File: config.mk
export PLATFORM = sky130hd
export DESIGN_NAME = arrow_lane_scroller
export DESIGN_NICKNAME = d
export VERILOG_FILES = /design/src/rtl/dance_pkg.sv /design/src/rtl/arrow_step_timer.sv /design/src/rtl/arrow_lane_scroller.sv
export SDC_FILE = /design/constraint.sdc
export NUM_CORES = 1
export LEC_CHECK = 0
export BUFFER_PORTS_ARGS = -buffer_cell sky130_fd_sc_hd__buf_2
export CAP_MARGIN = 30
export CORE_UTILIZATION = 45
export DETAILED_ROUTE_END_ITERATION = 10
export GPL_ROUTABILITY_DRIVEN = 0
export PLACE_DENSITY = 0.66
export SYNTH_ARGS = -nofsm -noshare
export SYNTH_HDL_FRONTEND = slang
export SYNTH_SLANG_ARGS = --single-unit
export TNS_END_PERCENT = 20
File: constraint.sdc
create_clock -name clock -period 2.7 [get_ports clock]
set_input_delay 0.54 -clock clock [delete_from_list [all_inputs] [get_ports clock]]
set_output_delay 0.54 -clock clock [all_outputs]
set_load 0.02 [all_outputs]
File: src/rtl/dance_pkg.sv
// Shared constants for the dance playfield: lane codes, judgement indicator
// codes, column geometry and the palette indices used by the display stage.
package dance_pkg;

  localparam int NUM_SLOTS = 26;
  localparam int ARROW_W   = 3;
  localparam int ARRAY_W   = NUM_SLOTS * ARROW_W;

  localparam logic [2:0] LANE_EMPTY = 3'b000;
  localparam logic [2:0] LANE_UP    = 3'b001;
  localparam logic [2:0] LANE_LEFT  = 3'b010;
  localparam logic [2:0] LANE_DOWN  = 3'b011;
  localparam logic [2:0] LANE_RIGHT = 3'b100;
  localparam logic [2:0] LANE_SHAKE = 3'b110;

  localparam logic [1:0] IND_NONE      = 2'b00;
  localparam logic [1:0] IND_BAD       = 2'b01;
  localparam logic [1:0] IND_GOOD      = 2'b10;
  localparam logic [1:0] IND_EXCELLENT = 2'b11;

  localparam logic [3:0] COLOUR_BACKGROUND = 4'h0;
  localparam logic [3:0] COLOUR_UP         = 4'h1;
  localparam logic [3:0] COLOUR_LEFT       = 4'h2;
  localparam logic [3:0] COLOUR_DOWN       = 4'h3;
  localparam logic [3:0] COLOUR_RIGHT      = 4'h4;
  localparam logic [3:0] COLOUR_SHAKE      = 4'h5;
  localparam logic [3:0] COLOUR_HIT_ZONE   = 4'h6;
  localparam logic [3:0] COLOUR_EXCELLENT  = 4'h7;
  localparam logic [3:0] COLOUR_GOOD       = 4'h8;
  localparam logic [3:0] COLOUR_BAD        = 4'h9;

  // Codes 101 and 111 are unused by the chart format and load as empty.
  function automatic logic [2:0] lane_load(input logic [2:0] code);
    return (code == 3'b101 || code == 3'b111) ? LANE_EMPTY : code;
  endfunction

  function automatic logic [3:0] lane_colour(input logic [2:0] code);
    case (code)
      LANE_UP:    return COLOUR_UP;
      LANE_LEFT:  return COLOUR_LEFT;
      LANE_DOWN:  return COLOUR_DOWN;
      LANE_RIGHT: return COLOUR_RIGHT;
      LANE_SHAKE: return COLOUR_SHAKE;
      default:    return COLOUR_BACKGROUND;
    endcase
  endfunction

  function automatic logic [3:0] indicator_colour(input logic [1:0] ind);
    case (ind)
      IND_EXCELLENT: return COLOUR_EXCELLENT;
      IND_GOOD:      return COLOUR_GOOD;
      IND_BAD:       return COLOUR_BAD;
      default:       return COLOUR_BACKGROUND;
    endcase
  endfunction

endpackage

File: src/rtl/arrow_step_timer.sv
// Free-running step divider: pulses step once every TICKS_PER_STEP enabled
// cycles. Also used by the chart sequencer for its own timing.
module arrow_step_timer #(
  parameter int TICKS_PER_STEP = 2_500_000
) (
  input  logic clock,
  input  logic resetn,
  input  logic clear,
  input  logic enable,
  output logic step
);

  localparam int CNT_W = (TICKS_PER_STEP > 2) ? $clog2(TICKS_PER_STEP) : 1;
  localparam logic [CNT_W-1:0] TERMINAL = CNT_W'(TICKS_PER_STEP - 1);

  logic [CNT_W-1:0] count;
  logic             at_terminal;

  assign at_terminal = (count == TERMINAL);

  // Counter freezes while disabled so a paused game resumes mid-step.
  always_ff @(posedge clock or negedge resetn) begin
    if (!resetn) begin
      count <= '0;
    end else if (clear) begin
      count <= '0;
    end else if (enable) begin
      count <= at_terminal ? '0 : count + 1'b1;
    end
  end

  assign step = enable && at_terminal && !clear;

endmodule

File: src/rtl/arrow_lane_scroller.sv
// Per-player arrow column: scrolls chart arrows toward the hit zone at the
// bottom, judges presses against slots 25/24/23 and tracks score and combo.
module arrow_lane_scroller #(
  parameter int TICKS_PER_STEP = 2_500_000,
  parameter int INDICATOR_HOLD = 12_500_000,
  parameter int NUM_SLOTS      = dance_pkg::NUM_SLOTS
) (
  input  logic                   clock,
  input  logic                   resetn,
  input  logic                   clear,
  input  logic                   enable,
  input  logic                   chart_valid,
  input  logic [2:0]             chart_arrow,
  output logic                   chart_ready,
  input  logic                   press_valid,
  input  logic [2:0]             press_lane,
  output logic [3*NUM_SLOTS-1:0] arrow_array,
  output logic [1:0]             indicator,
  output logic [15:0]            score,
  output logic [7:0]             combo
);

  import dance_pkg::ARROW_W;
  import dance_pkg::LANE_EMPTY;
  import dance_pkg::IND_NONE;
  import dance_pkg::IND_BAD;
  import dance_pkg::IND_GOOD;
  import dance_pkg::IND_EXCELLENT;
  import dance_pkg::lane_load;

  localparam int BOT    = NUM_SLOTS - 1;
  localparam int HOLD_W = $clog2(INDICATOR_HOLD + 1);
  localparam logic [HOLD_W-1:0] HOLD_RELOAD = HOLD_W'(INDICATOR_HOLD);

  logic [NUM_SLOTS-1:0][ARROW_W-1:0] slots;
  logic [NUM_SLOTS-1:0][ARROW_W-1:0] cleared;
  logic [NUM_SLOTS-1:0][ARROW_W-1:0] slots_next;
  logic [HOLD_W-1:0]                 hold;

  logic       step;
  logic       press_live;
  logic       hit_exc;
  logic       hit_g1;
  logic       hit_g2;
  logic       hit_good;
  logic       press_bad;
  logic       miss;
  logic       judged;
  logic [1:0] ind_next;
  logic [15:0] score_next;
  logic [7:0]  combo_next;
  logic [7:0]  combo_base;
  logic [7:0]  combo_inc;
  logic [15:0] score_plus3;
  logic [15:0] score_plus1;

  arrow_step_timer #(
    .TICKS_PER_STEP(TICKS_PER_STEP)
  ) u_step_timer (
    .clock (clock),
    .resetn(resetn),
    .clear (clear),
    .enable(enable),
    .step  (step)
  );

  // Window search runs on the pre-step array; the bottom slot wins over the
  // two good slots, and slot 24 wins over slot 23.
  assign press_live = enable && press_valid && (press_lane != LANE_EMPTY);
  assign hit_exc    = press_live && (slots[BOT] == press_lane);
  assign hit_g1     = press_live && !hit_exc && (slots[BOT-1] == press_lane);
  assign hit_g2     = press_live && !hit_exc && !hit_g1 && (slots[BOT-2] == press_lane);
  assign hit_good   = hit_g1 || hit_g2;
  assign press_bad  = press_live && !hit_exc && !hit_good;
  assign miss       = step && (slots[BOT] != LANE_EMPTY) && !hit_exc;
  assign judged     = miss || press_live;

  assign score_plus3 = (score > 16'hFFFC) ? 16'hFFFF : score + 16'd3;
  assign score_plus1 = (score == 16'hFFFF) ? 16'hFFFF : score + 16'd1;
  assign combo_base  = miss ? 8'd0 : combo;
  assign combo_inc   = (combo_base == 8'hFF) ? 8'hFF : combo_base + 8'd1;

  always_comb begin
    cleared = slots;
    if (hit_exc) cleared[BOT]   = LANE_EMPTY;
    if (hit_g1)  cleared[BOT-1] = LANE_EMPTY;
    if (hit_g2)  cleared[BOT-2] = LANE_EMPTY;
    slots_next = cleared;
    if (step) begin
      slots_next = {cleared[NUM_SLOTS-2:0], (chart_valid ? lane_load(chart_arrow) : LANE_EMPTY)};
    end
  end

  // A miss on the step lands first, so a simultaneous hit restarts combo at 1.
  always_comb begin
    ind_next   = indicator;
    score_next = score;
    combo_next = combo;
    if (miss) begin
      ind_next   = IND_BAD;
      combo_next = 8'd0;
    end
    if (hit_exc) begin
      ind_next   = IND_EXCELLENT;
      score_next = score_plus3;
      combo_next = combo_inc;
    end else if (hit_good) begin
      ind_next   = IND_GOOD;
      score_next = score_plus1;
      combo_next = combo_inc;
    end else if (press_bad) begin
      ind_next   = IND_BAD;
      combo_next = 8'd0;
    end
  end

  always_ff @(posedge clock or negedge resetn) begin
    if (!resetn) begin
      slots       <= '0;
      chart_ready <= 1'b0;
      indicator   <= IND_NONE;
      score       <= '0;
      combo       <= '0;
      hold        <= '0;
    end else if (clear) begin
      slots       <= '0;
      chart_ready <= 1'b0;
      indicator   <= IND_NONE;
      score       <= '0;
      combo       <= '0;
      hold        <= '0;
    end else begin
      slots       <= slots_next;
      chart_ready <= step && chart_valid;
      score       <= score_next;
      combo       <= combo_next;
      if (judged) begin
        indicator <= ind_next;
        hold      <= HOLD_RELOAD;
      end else if (hold != '0) begin
        hold <= hold - 1'b1;
        if (hold == HOLD_W'(1)) indicator <= IND_NONE;
      end
    end
  end

  assign arrow_array = slots;

endmodule

==> results of run 1 <==
## sequential cells by signal, summed over array words and instances, names as in the netlist
signal,count
u_step_timer.count,22
chart_ready,1
score,16
hold,24
combo,8
arrow_array,78
indicator,2
## layer usage
layer / track usage, % / vias up
li1: - / 2929
met1: 32.2 / 3080
met2: 33.0 / 238
met3: 5.70 / 23
met4: 8.21 / 2
met5: 0 / -
## Yosys cell counts (all sizes together), types with 9 or more instances
| cell type | n | share of area [%] |
|---|---|---|
| nand2 | 44 | 2.3 |
| a31oi | 13 | 1.1 |
| and3 | 14 | 1.2 |
| buf | 21 | 1.8 |
| clkbuf | 17 | 0.86 |
| nor4 | 18 | 2.0 |
| xnor2 | 14 | 1.7 |
| nor2 | 49 | 2.5 |
| a21oi | 24 | 1.8 |
| dfrtp | 151 | 51 |
| or3 | 9 | 0.76 |
| a22o | 81 | 9.6 |
| o21ai | 26 | 1.8 |
| nor3 | 24 | 1.8 |
| nand4 | 19 | 1.6 |
| inv | 18 | 0.91 |
| xor2 | 16 | 1.9 |
| nand3 | 18 | 1.2 |
## metrics by stage
step | util (%) | area (um^2) | worst slack [ns] | hold slack (ns) | power, mW
2_1_floorplan | - | 7400 | 0.218 | 0.244 | 3.05
3_3_place_gp | 52.4 | 8350 | 0.178 | 0.496 | 3.27
3_5_place_dp | 52.4 | 8350 | 0.0683 | 0.498 | 3.30
4_1_cts | 56.1 | 8950 | 0.288 | 0.103 | 5.66
5_1_grt | 56.1 | 8950 | 0.0487 | 0.122 | 5.90
6_report | 56.1 | 8950 | 0.251 | 0.0771 | 5.61
## kinds of logic after synthesis
group / synth area share (%)
flops: 51.1
mux: 0.981
xor+xnor: 3.55
compound gates: 22.0
buf+inv: 3.55
simple gates: 18.1
fa+ha+maj: 0.845
## cell type report
cell class	instances	area [um^2]	share of cell area (%)
flip-flops and latches	151	3780	42.2
clock buffers	17	425	4.75
inverters	18	67.6	0.755
multi-input cells	493	3360	37.6
diodes	1	2.50	0.0280
well taps	216	270	3.02
clock inverters	15	173	1.93
repair buffers	149	872	9.74
## how the worst min path moves through the flow
stage,to,cells past startpoint
6_report,hold[16]$_DFFE_PN0P_,1
5_1_grt,hold[16]$_DFFE_PN0P_,1
4_1_cts,hold[16]$_DFFE_PN0P_,1
3_5_place_dp,arrow_array[2]$_DFFE_PN0P_,1
3_3_place_gp,arrow_array[1]$_DFFE_PN0P_,1
2_1_floorplan,arrow_array[0]$_DFFE_PN0P_,0
## report_power, final
| part | internal [mW] | switching (mW) | total [mW] |
|---|---|---|---|
| clock network | 1.25 | 1.10 | 2.35 |
| registers | 2.34 | 0.0971 | 2.44 |
| logic | 0.315 | 0.506 | 0.821 |
==> flow_metrics.py, run 1 <==
metrics = {
    "timing": {
        "setup_viol": 0,
        "worst-slew-pin-transition_ns": 0.993,
        "finalClockSkew_ns": 0.0138,
        "rsz0062_at_grt": "no",
        "period_share_pct": 90.7,
        "fmax_mhz": 408,
        "maxSlewViolCount": 0,
        "tns_ns": 0,
        "relSlewSlack_pct": 33.4,
        "fin_crit_ns": 2.45,
        "final_hold_viol_count": 0,
    },
    "worst_setup_path": {
        "r2r_start": "arrow_array[77]$_DFFE_PN0P_",
        "worst_setup_path_start_kind": "flip-flop",
        "path_buf_inv": 1,
        "required_ns": 2.98,
        "critPathMaxFanout": 7,
        "crit_cells": 6,
        "crit_slowest_cell": "nor3_1",
        "crit_chain": "xor2_1 -> nor3_1 -> o31ai_2 -> buf_4 -> a2111oi_0 -> o21ai_0",
        "crit_type": "flip-flop to flip-flop",
        "crit_end": "score[7]$_DFFE_PN0P_",
        "arrival_ns": 2.73,
        "critPathTopFamily": "compound AO/OA/AOI/OAI gates",
        "cpPeakStageDelay_ns": 0.66,
        "r2r_cells": 6,
        "r2r-end": "score[7]$_DFFE_PN0P_",
        "cp-end-kind": "flip-flop",
        "rrSetupSlack_ns": 0.25,
        "cp-startpoint": "arrow_array[77]$_DFFE_PN0P_",
    },
    "global_route": {
        "grt_max_degree": 70,
        "track_usage_pct": 22.6,
        "grt_pass1_wl_um": 29700,
        "overflow": 0,
        "antenna_found_initial": 2,
        "grt_pass1_vias": 5754,
    },
    "synthesis": {
        "syn_inst": 700,
        "synth.avg_cell_area_um2": 10.6,
        "synth_flop_cell": "dfrtp_1",
        "async_flop_share_pct": 100,
        "syn_nets": 717,
        "synth_edf_count": 0,
        "synth_seq_cells": 151,
        "yosysWarnings": 0,
        "ys_seq_area_share_pct": 51.1,
        "yosysUniqueCellTypes": 68,
        "netlist_area_um2": 7400,
    },
    "floorplan": {
        "die_area_um2": 17000,
        "rows": 46,
        "die_y_um": 130,
        "fp.dieW_um": 130,
        "core_um2": 15900,
        "initial_core_util_pct": 46.4,
        "ioPinCount": 117,
    },
    "route": {
        "dr_wl_met3_um": 1180,
        "routed_via_density": 5.92,
        "top_layer": "met5",
        "wl_met1_um": 8280,
        "route.vias.total": 6272,
        "dr.pass1.iters": 7,
        "drc": 0,
        "avgRoutedWirePerCell_um": 17.3,
        "met2_length_um": 8600,
        "drt_iter0_markers": 558,
        "ant_nets": 0,
        "wirelength_um": 18300,
    },
    "cts": {
        "cts_tree": "done",
        "clkSlewWorstSetupHoldPaths_ns": 0.07,
        "htreeDepth": 4,
        "cts_made_buffers": 17,
        "clk_path_buf_depth": 2,
        "hold_buffers": 0,
        "post_cts_resized": 0,
        "cts_root_buf": "clkbuf_16",
        "cts_setup_buffers": 0,
        "cts_sinks": 151,
        "clk_latency_ns": 0.43,
    },
    "layout": {
        "layout_commonest_cell": "dfrtp_1",
        "fill_cells": 1385,
        "final_cell_mix": "151 x dfrtp_1, 115 x buf_2, 81 x a22o_1, 49 x nor2_1, 43 x nand2_1",
        "fin_cells": 1060,
        "num-nets-final": 847,
        "drive_gt1_share_pct": 23.7,
        "area_growth_syn_to_layout_pct": 20.9,
    },
    "job": {
        "drv_cap": 0,
    },
    "power_and_ir_drop": {
        "p_leak_nw": 4.28,
        "peakVddDrop_mv": 0.415,
        "p_per_area_nw_per_um2": 627,
    },
    "placed_design": {
        "place.detailed.instances": 1027,
        "numPortBuffers": 116,
        "dpl.hpwl_um": 12900,
    },
    "min_path": {
        "hold_class": "input pin to asynchronous set/reset pin",
    },
    "status": {
        "status": "finished, final reports clean",
    },
}
Power figures use the tool's default switching activity.
==> inputs of run 2 (changes only) <==
- CORE_UTILIZATION: 45 -> 30
- PLACE_DENSITY: 0.66 -> 0.48
==> run 2 against run 1 <==
Against the previous run:
- total power is 2.9% higher
- sequential cell count stayed put
- final area is 2.6% higher
- utilization is 18 points lower
- non-clock buffer count is 2 higher
- clock power is 6% higher
- critical path type unchanged
- combinational power is 3.3% higher
- via count is 1.0% lower
- cell count is 11% higher
==> flow_metrics.py, run 2 (synthesized netlist as in run 1, its figures left out) <==
metrics = {
    "cts": {
        "clk_latency_ns": 0.44,
        "htreeDepth": 4,
        "cts_tree": "done",
        "cts_root_buf": "clkbuf_16",
        "post_cts_resized": 0,
        "cts_sinks": 151,
        "hold_buffers": 0,
        "clkSlewWorstSetupHoldPaths_ns": 0.07,
        "clk_path_buf_depth": 2,
        "cts_setup_buffers": 0,
        "cts_made_buffers": 17,
    },
    "power_and_ir_drop": {
        "peakVddDrop_mv": 0.416,
        "share_seq_of_total_power_pct": 42.2,
        "combinationalPowerShare_pct": 14.7,
        "netSwitchingFraction_pct": 30.5,
        "p_per_area_nw_per_um2": 629,
        "p_leak_nw": 4.32,
        "total_power_mw": 5.77,
        "p_sw_mw": 1.76,
        "p_int_mw": 4.01,
        "power_frac_clock_pct": 43.1,
    },
    "route": {
        "top_layer": "met5",
        "wirelength_um": 20400,
        "ant_nets": 0,
        "dr_wl_met3_um": 1180,
        "wl_met1_um": 9890,
        "routed_via_density": 5.29,
        "drc": 0,
        "dr.pass1.iters": 4,
        "route.vias.total": 6209,
        "met2_length_um": 9280,
        "avgRoutedWirePerCell_um": 17.4,
        "drt_iter0_markers": 395,
    },
    "timing": {
        "worst-slew-pin-transition_ns": 0.733,
        "finalClockSkew_ns": 0.0211,
        "fin_crit_ns": 2.40,
        "maxSlewViolCount": 0,
        "rsz0062_at_grt": "no",
        "fmax_mhz": 416,
        "relSlewSlack_pct": 50.8,
        "final_hold_viol_count": 0,
        "hold-worst-slack_ns": 0.00746,
        "tns_ns": 0,
        "period_share_pct": 89.0,
        "setup_viol": 0,
    },
    "layout": {
        "final_cell_mix": "151 x dfrtp_1, 115 x buf_2, 81 x a22o_1, 49 x nor2_1, 43 x nand2_1",
        "layout_commonest_cell": "dfrtp_1",
        "num-nets-final": 849,
        "area_growth_syn_to_layout_pct": 24.0,
        "drive_gt1_share_pct": 23.9,
        "largest_reg_flops": 78,
        "fill_cells": 2496,
        "design_area_um2": 9180,
    },
    "placed_design": {
        "numPortBuffers": 116,
        "dpl_cell_area_um2": 8540,
        "dpl.hpwl_um": 14200,
    },
    "min_path": {
        "hold_class": "input pin to asynchronous set/reset pin",
    },
    "floorplan": {
        "ioPinCount": 117,
        "initial_core_util_pct": 30.5,
        "fp.dieW_um": 159,
        "die_area_um2": 25300,
        "core_um2": 24200,
        "rows": 57,
        "die_y_um": 159,
    },
    "global_route": {
        "grt_pass1_wl_um": 34300,
        "grt_max_degree": 70,
        "antenna_found_initial": 5,
        "grt_pass1_vias": 6230,
        "overflow": 0,
        "track_usage_pct": 16.9,
    },
    "worst_setup_path": {
        "rrSetupSlack_ns": 0.30,
        "required_ns": 3.01,
        "arrival_ns": 2.71,
        "critPathMaxFanout": 14,
        "r2r_start": "arrow_array[77]$_DFFE_PN0P_",
        "crit_type": "flip-flop to flip-flop",
        "r2r-end": "score[12]$_DFFE_PN0P_",
        "cp-end-kind": "flip-flop",
        "r2r_cells": 6,
        "worst_setup_path_start_kind": "flip-flop",
    },
    "job": {
        "drv_cap": 0,
    },
    "status": {
        "status": "finished, final reports clean",
    },
}
## run 2: worst max-delay path by stage
stage	startpoint	end	slack, ns
final	arrow_array[77]$_DFFE_PN0P_	score[12]$_DFFE_PN0P_	0.30
after global routing	arrow_array[77]$_DFFE_PN0P_	score[12]$_DFFE_PN0P_	0.15
after CTS	arrow_array[77]$_DFFE_PN0P_	score[12]$_DFFE_PN0P_	0.31
after detailed placement	press_lane[2]	score[12]$_DFFE_PN0P_	0.07
after global placement	press_lane[2]	score[12]$_DFFE_PN0P_	0.10
after floorplan	press_lane[0]	score[12]$_DFFE_PN0P_	0.22
## run 2: metrics by stage
step	worst slack [ns]	instances	util, %
floorplan	0.218	700	-
global placement	0.104	1137	35.2
detailed placement	0.0712	1137	35.2
CTS	0.309	1169	37.8
global route	0.146	1170	37.8
finish	0.298	1173	37.9
## run 2: layer usage
| layer | vias to the layer above | global-route usage (%) |
|---|---|---|
| li1 | 2959 | - |
| met1 | 3119 | 23.1 |
| met2 | 120 | 25.7 |
| met3 | 9 | 4.95 |
| met4 | 2 | 5.20 |
| met5 | - | 0 |
## run 2: power groups by stage
stage | logic (mW) | registers [mW] | clock network (mW)
2_1_floorplan | 0.586 | 2.46 | 0
3_3_place_gp | 0.849 | 2.48 | 0
3_5_place_dp | 0.849 | 2.48 | 0
4_1_cts | 0.853 | 2.43 | 2.56
5_1_grt | 0.960 | 2.45 | 2.65
6_report | 0.848 | 2.43 | 2.49
## run 2: critical path, stage by stage (launching register included)
cell	delay, ns
dfrtp_1	0.44
xor2_1	0.21
nor3_1	0.64
o31ai_2	0.16
buf_12	0.18
nor4_1	0.27
mux2_1	0.37
## run 2: final cells by class
cell class	instances	area, um^2	area share (%)
multi-input cells	493	3360	36.6
clock inverters	15	206	2.25
well taps	324	405	4.42
flip-flops and latches	151	3780	41.2
clock buffers	17	425	4.63
diodes	4	10.0	0.109
inverters	18	67.6	0.736
repair buffers	151	925	10.1
==> inputs of run 3 (changes only) <==
- CORE_UTILIZATION: 30 -> 57
- PLACE_DENSITY: 0.48 -> 0.8
==> run 3 against run 2 <==
Against the previous run:
- hold slack improved by 0.033 ns
- clock-buffer cell count increased by 1
- total power increased by 0.49%
- clock power about the same
- critical path depth unchanged
- via count increased by 5.1%
- register-to-register slack got worse by 0.05 ns
- non-clock buffer count decreased by 3
- global-route usage increased by 13 points
- fmax decreased by 1.9%
- worst setup slack got worse by 0.046 ns
==> flow_metrics.py, run 3 (synthesized netlist as in run 1, its figures left out) <==
metrics = {
    "status": {
        "status": "finished, final reports clean",
    },
    "power_and_ir_drop": {
        "power_frac_clock_pct": 43.4,
        "netSwitchingFraction_pct": 28.3,
        "combinationalPowerShare_pct": 14.5,
        "p_leak_nw": 4.29,
        "peakVddDrop_mv": 0.461,
        "share_seq_of_total_power_pct": 42.1,
        "p_per_area_nw_per_um2": 651,
        "p_int_mw": 4.16,
        "p_sw_mw": 1.64,
    },
    "cts": {
        "cts_setup_buffers": 0,
        "clkSlewWorstSetupHoldPaths_ns": 0.07,
        "htreeDepth": 4,
        "clk_latency_ns": 0.43,
        "cts_made_buffers": 17,
        "cts_tree": "done",
        "cts_sinks": 151,
        "post_cts_resized": 0,
        "clk_path_buf_depth": 2,
        "hold_buffers": 0,
        "cts_root_buf": "clkbuf_16",
    },
    "floorplan": {
        "die_y_um": 116,
        "rows": 41,
        "die_area_um2": 13400,
        "initial_core_util_pct": 58.6,
        "core_um2": 12600,
        "ioPinCount": 117,
        "fp.dieW_um": 116,
    },
    "route": {
        "dr.pass1.iters": 5,
        "route.vias.total": 6527,
        "avgRoutedWirePerCell_um": 18.8,
        "wirelength_um": 19100,
        "drt_iter0_markers": 691,
        "drc": 0,
        "ant_nets": 0,
        "routed_via_density": 6.44,
    },
    "global_route": {
        "grt_pass1_wl_um": 31100,
        "grt_pass1_vias": 6153,
        "overflow": 0,
        "antenna_found_initial": 1,
        "grt_max_degree": 59,
        "track_usage_pct": 29.9,
    },
    "layout": {
        "fin_cells": 1014,
        "largest_reg_flops": 78,
        "num-nets-final": 846,
        "drive_gt1_share_pct": 23.6,
        "fill_cells": 954,
        "final_cell_mix": "151 x dfrtp_1, 115 x buf_2, 81 x a22o_1, 49 x nor2_1, 43 x nand2_1",
        "fin_util_pct": 70.6,
        "n_antenna_cell": 0,
        "area_growth_syn_to_layout_pct": 20.4,
        "layout_commonest_cell": "dfrtp_1",
    },
    "placed_design": {
        "place.detailed.instances": 982,
        "post-place-ws_ns": 0.117,
        "dpl.hpwl_um": 12600,
        "numPortBuffers": 116,
    },
    "timing": {
        "period_share_pct": 90.7,
        "fin_crit_ns": 2.45,
        "setup_viol": 0,
        "relSlewSlack_pct": 28.9,
        "final_hold_viol_count": 0,
        "fmax_mhz": 409,
        "tns_ns": 0,
        "worst-slew-pin-transition_ns": 1.06,
        "finalClockSkew_ns": 0.00696,
        "timing.final.ws_setup_ns": 0.252,
        "rsz0062_at_grt": "no",
        "maxSlewViolCount": 0,
    },
    "worst_setup_path": {
        "worst_setup_path_start_kind": "flip-flop",
        "crit_chain": "ha_1 -> nand4_1 -> nor4b_1 -> and3_1 -> nand2_1 -> a32o_1",
        "crit_type": "flip-flop to flip-flop",
        "cpPeakStageDelay_ns": 0.64,
        "crit_slowest_cell": "nor4b_1",
        "cp-end-kind": "flip-flop",
        "required_ns": 3.02,
        "arrival_ns": 2.77,
        "critPathMaxFanout": 5,
    },
    "job": {
        "drv_cap": 0,
    },
    "min_path": {
        "hold_class": "input pin to asynchronous set/reset pin",
    },
}
[run 3: routing by layer]
metal  vias to the layer above  routed length, um  track usage (%)
li1                       2938                  -                -
met2                       313               9040             45.8
met4                         0                399             12.6
met3                        45               1500             7.85
met1                      3231               8140             40.4
met5                         -                  0                0
[run 3: path summary, 6_finish.rpt]
path,slack [ns],to,start,cells after the start
worst max-delay path,0.25,combo[3]$_DFF_PN0_,u_step_timer.count[0]$_DFFE_PN0P_,6
worst min-delay path,0.04,hold[9]$_DFFE_PN0P_,resetn,1
worst max register to register,0.25,combo[3]$_DFF_PN0_,u_step_timer.count[0]$_DFFE_PN0P_,6
worst min register to register,0.50,indicator[1]$_DFFE_PN0P_,indicator[1]$_DFFE_PN0P_,1
max in group asynchronous,1.90,arrow_array[24]$_DFFE_PN0P_,resetn,2
min in group clock,0.33,arrow_array[1]$_DFFE_PN0P_,chart_arrow[1],3
[run 3: final cells by class]
class | instances | area [um^2] | share of cell area (%)
Clock buffer | 18 | 439 | 4.93
Tap cell | 172 | 215 | 2.42
Clock inverter | 14 | 185 | 2.08
Inverter | 18 | 67.6 | 0.758
Timing Repair Buffer | 148 | 865 | 9.70
Multi-Input combinational cell | 493 | 3360 | 37.7
Sequential cell | 151 | 3780 | 42.4
[run 3: worst max-delay path: cells and delay by family (launching register included)]
kind            cells  cell delay, ns
compound gates      1            0.31
fa+ha+maj           1            0.25
flops               1            0.40
simple gates        4            1.39
[run 3: power groups by stage]
stage	clock network, mW	registers, mW	logic [mW]
finish	2.52	2.44	0.842
global route	2.64	2.45	0.934
CTS	2.55	2.44	0.833
detailed placement	0	2.48	0.817
global placement	0	2.47	0.790
floorplan	0	2.46	0.586
[run 3: metrics by stage]
step	instance area [um^2]	power, mW	hold slack (ns)
5_1_grt	8910	6.03	0.0803
3_5_place_dp	8290	3.29	0.494
4_1_cts	8910	5.82	0.0605
3_3_place_gp	8290	3.26	0.479
2_1_floorplan	7400	3.05	0.244
6_report	8910	5.80	0.0405
